<file path="src/rtl/barrel_shifter.sv">
// rtl/barrel_shifter.sv - logarithmic left/logical-right/arithmetic-right barrel shifter
// Combinational result plus a one-cycle registered copy with valid.
module barrel_shifter #(
   parameter int N = 16,
   parameter int M = $clog2(N)
) (
   input  logic         clk,
   input  logic         rst_n,
   input  logic [N-1:0] data,
   input  logic [M-1:0] shamt,
   input  logic         dir,
   input  logic         arith,
   input  logic         in_valid,
   output logic [N-1:0] out,
   output logic [N-1:0] out_q,
   output logic         out_valid
);

   localparam logic [N-1:0] ONES = '1;

   logic         fill;
   logic [N-1:0] net_in;
   logic [N-1:0] net_out;
   logic [N-1:0] out_d;
   logic         valid_d;
   logic         valid_q;

   // Gated by dir so arith can never leak into a left shift.
   assign fill = dir & arith & data[N-1];

   // Right shifts reuse the left network by reversing bits in and out.
   always_comb begin
      net_in = '0;
      for (int i = 0; i < N; i++) begin
         net_in[i] = dir ? data[N-1-i] : data[i];
      end
   end

   always_comb begin
      net_out = net_in;
      for (int k = 0; k < M; k++) begin
         if (shamt[k]) begin
            net_out = (net_out << (1 << k)) | ({N{fill}} & ~(ONES << (1 << k)));
         end
      end
   end

   always_comb begin
      out = '0;
      for (int i = 0; i < N; i++) begin
         out[i] = dir ? net_out[N-1-i] : net_out[i];
      end
   end

   assign out_d   = out;
   assign valid_d = in_valid;

   always_ff @(posedge clk or negedge rst_n) begin
      if (!rst_n) begin
         out_q   <= '0;
         valid_q <= 1'b0;
      end else begin
         out_q   <= out_d;
         valid_q <= valid_d;
      end
   end

   assign out_valid = valid_q;

endmodule

</file>
<file path="config.mk">
export PLATFORM = sky130hd
export DESIGN_NAME = barrel_shifter
export DESIGN_NICKNAME = d
export VERILOG_FILES = /design/src/rtl/barrel_shifter.sv
export SDC_FILE = /design/constraint.sdc
export NUM_CORES = 1
export LEC_CHECK = 0
export BUFFER_PORTS_ARGS = -buffer_cell sky130_fd_sc_hd__buf_2
export CAP_MARGIN = 20
export CORE_UTILIZATION = 30
export CTS_BUF_LIST = sky130_fd_sc_hd__clkbuf_4 sky130_fd_sc_hd__clkbuf_8
export CTS_CLUSTER_SIZE = 24
export DETAILED_ROUTE_END_ITERATION = 6
export PLACE_DENSITY = 0.58
export SKIP_LAST_GASP = 1
export SYNTH_ARGS = -nofsm -noshare
export SYNTH_HDL_FRONTEND = slang
export SYNTH_SLANG_ARGS = --single-unit
</file>
<file path="constraint.sdc">
create_clock -name clk -period 2.5 [get_ports clk]
set_input_delay 0.25 -clock clk [delete_from_list [all_inputs] [get_ports clk]]
set_output_delay 0.25 -clock clk [all_outputs]
set_load 0.01 [all_outputs]
</file>
==> metrics.txt <==
Reg power frac 32.4%; Ys Warns 0; vias around 1.8k; WL final approximately 5.4 mm; power per cell area 424 nW/um2; post-route insts no fill 310; Design Area, Final 2290 um2; post-synth design cell area roughly 1800 um2; endpoints failing setup 0; Tmin final 2.37 ns; flops & latches, synth 17; # IOs between 50 and 60; initial antenna violation count 0; TritonCTS Sinks 17; Slew @ Worst Pin approximately 0.47 ns; num rows 28; total power approximately 0.97 mW; GPL Wtd Cong 0.875; CP endpoint kind output port; most frequent cells in the layout buf_2, mux4_2, nand2_1; Max Cap Viol 0; die height roughly 80 um; drc violations 0; CTS root buf clkbuf_8; Via density 5.75; WP data arrival 2.12 ns; DR WL/cell 17.3 um; Post-synth EDFFs 0; cts bufs inserted 3; fin crit share between 90% and 100%; Post-Syn Nets about 200; Sum Neg Setup Slack 0 ns; Clock Path Buffers 2; RSZ-0062 raised after global routing no; Die Wd 80.0 um; Final ANT Viol Nets 0; dpl cells 305; Async SR Flop Fraction 100%; Critical Path RT 2.25 ns; Max transition margin 68.9%; dpl cell area around 2200 um2; starting density of the core between 30% and 40%; clock network power share a little over a fifth; CTS tree yes; Internal 0.638 mW; worst vdd ir 0.000259 V; core footprint 5890 um2; commonest non-fill, non-tap cell in the layout buf_2; first-pass GRT wire length 8.76 mm; number of global-route vias before repair 1727; Setup crit end out[15]; GRT overflow 0; IO Port Bufs 57; worst min-delay path class primary input to flop; H-tree depth 1; Area Overhead vs Synth 25.4%; Reg clk slew, reported paths 0.06 ns; min-delay src in_valid; status finished, final reports clean; Most used DFF post-synth dfrtp_1; share of layout cells above drive strength 1 ~46%; Comb pwr share between 40% and 50%; Max FO, Critical Path 8; Global Route Usage Sum 17.6%; post-synth cell types 43; post-synthesis sequential area ratio 23.3%; switching pwr 0.331 mW; Sw Ratio 34.2%; Setup Crit Path Kind primary input to output port; max-slew violations 0; Nets around 260; Setup crit start kind primary input; FMAX around 0.42 GHz; Hold WS between 0.1 and 0.15 ns; Lkg Pwr 1.01 nW; mean area per synthesized cell 10.3 um2; largest net degree at the start of global routing 30; Worst Setup SP shamt[0]; die area 6400 um2; Final Hold Viols 0; Starting DRT DRC Count 146; HPWL Detailed 4.27 mm; Gate Count Post-Synth 178; DRT Pass-1 Iters 4; ant diodes 0
## metal layers
metal / GRT usage, % / wire length (um) / vias up
met5: 0 / 0 / -
met4: 6.07 / 77 / 0
met3: 1.14 / 370 / 6
met2: 28.9 / 2600 / 83
met1: 24.4 / 2320 / 870
li1: - / - / 822
## synth_stat cells (2+ instances only)
master / number / area [um2]
mux2_2: 7 / 78.8
o211ai_1: 4 / 30.0
buf_6: 2 / 22.5
nor3_1: 2 / 10.0
mux4_2: 22 / 495
mux2_1: 2 / 22.5
nand3_1: 4 / 20.0
clkbuf_1: 9 / 33.8
inv_1: 3 / 11.3
mux2i_1: 14 / 140
a221o_1: 3 / 30.0
nor2_1: 14 / 52.6
a31o_2: 2 / 17.5
o21ai_0: 6 / 30.0
nand2b_1: 3 / 18.8
nand2_1: 20 / 75.1
o22ai_1: 2 / 12.5
dfrtp_1: 17 / 425
a211oi_1: 2 / 15.0
a32oi_1: 3 / 26.3
o2111ai_1: 2 / 17.5
a21o_1: 2 / 15.0
a31oi_1: 3 / 18.8
and2_1: 4 / 25.0
buf_2: 4 / 20.0
a221oi_1: 3 / 26.3
o21ai_1: 3 / 15.0
## power by group through the flow
stage               clock network (mW)  logic, mW  registers, mW
floorplan                            0      0.262          0.340
global placement                     0      0.440          0.318
detailed placement                   0      0.445          0.319
CTS                              0.212      0.447          0.314
global route                     0.226      0.496          0.318
finish                           0.203      0.453          0.314
## stage by stage
step,setup slack [ns],util (%)
2_1_floorplan,0.355,-
3_3_place_gp,0.0840,37.4
3_5_place_dp,0.0297,37.4
4_1_cts,0.0264,38.4
5_1_grt,0.00524,38.9
6_report,0.130,38.9
## cell type report
type | count | area, um2
Sequential cell | 17 | 425
Timing Repair Buffer | 69 | 388
Fill cell | 603 | 3600
Inverter | 4 | 15.0
Multi-Input combinational cell | 141 | 1320
Clock buffer | 4 | 48.8
Tap cell | 75 | 93.8
## registers in the layout, summed over array words and instances, names as in the netlist
signal     count
out_q         16
out_valid      1
## worst min-delay path by stage
stage / end / cells past startpoint
after floorplan: out_q[0]$_DFF_PN0_ / 0
after global placement: out_q[3]$_DFF_PN0_ / 1
after detailed placement: out_q[9]$_DFF_PN0_ / 1
after CTS: out_valid$_DFF_PN0_ / 1
after global routing: out_valid$_DFF_PN0_ / 1
final: out_valid$_DFF_PN0_ / 1
## kinds of logic after synthesis
kind of cell | share of synthesized area (%)
AO/OA/AOI/OAI | 17.5
XOR/XNOR | 0.480
buffers and inverters | 5.41
flip-flops | 23.3
multiplexers | 40.4
AND/OR/NAND/NOR | 12.9
## repair_timing
action | CTS | global route
hold endpoints to repair | 17 | 0
buffers inserted | 0 | 0
resized for setup | 0 | 7
endpoints found under the setup margin | 0 | 4
hold buffers | 1 | 0
## worst max-delay path, cell delays in order
cell and delay (ns):
buf_4 0.16, mux4_2 0.53, mux4_2 0.48, a221o_1 0.37
nor2_1 0.10, a31oi_1 0.06, buf_2 0.16
Note: power is estimated with default switching activity, not from simulation.
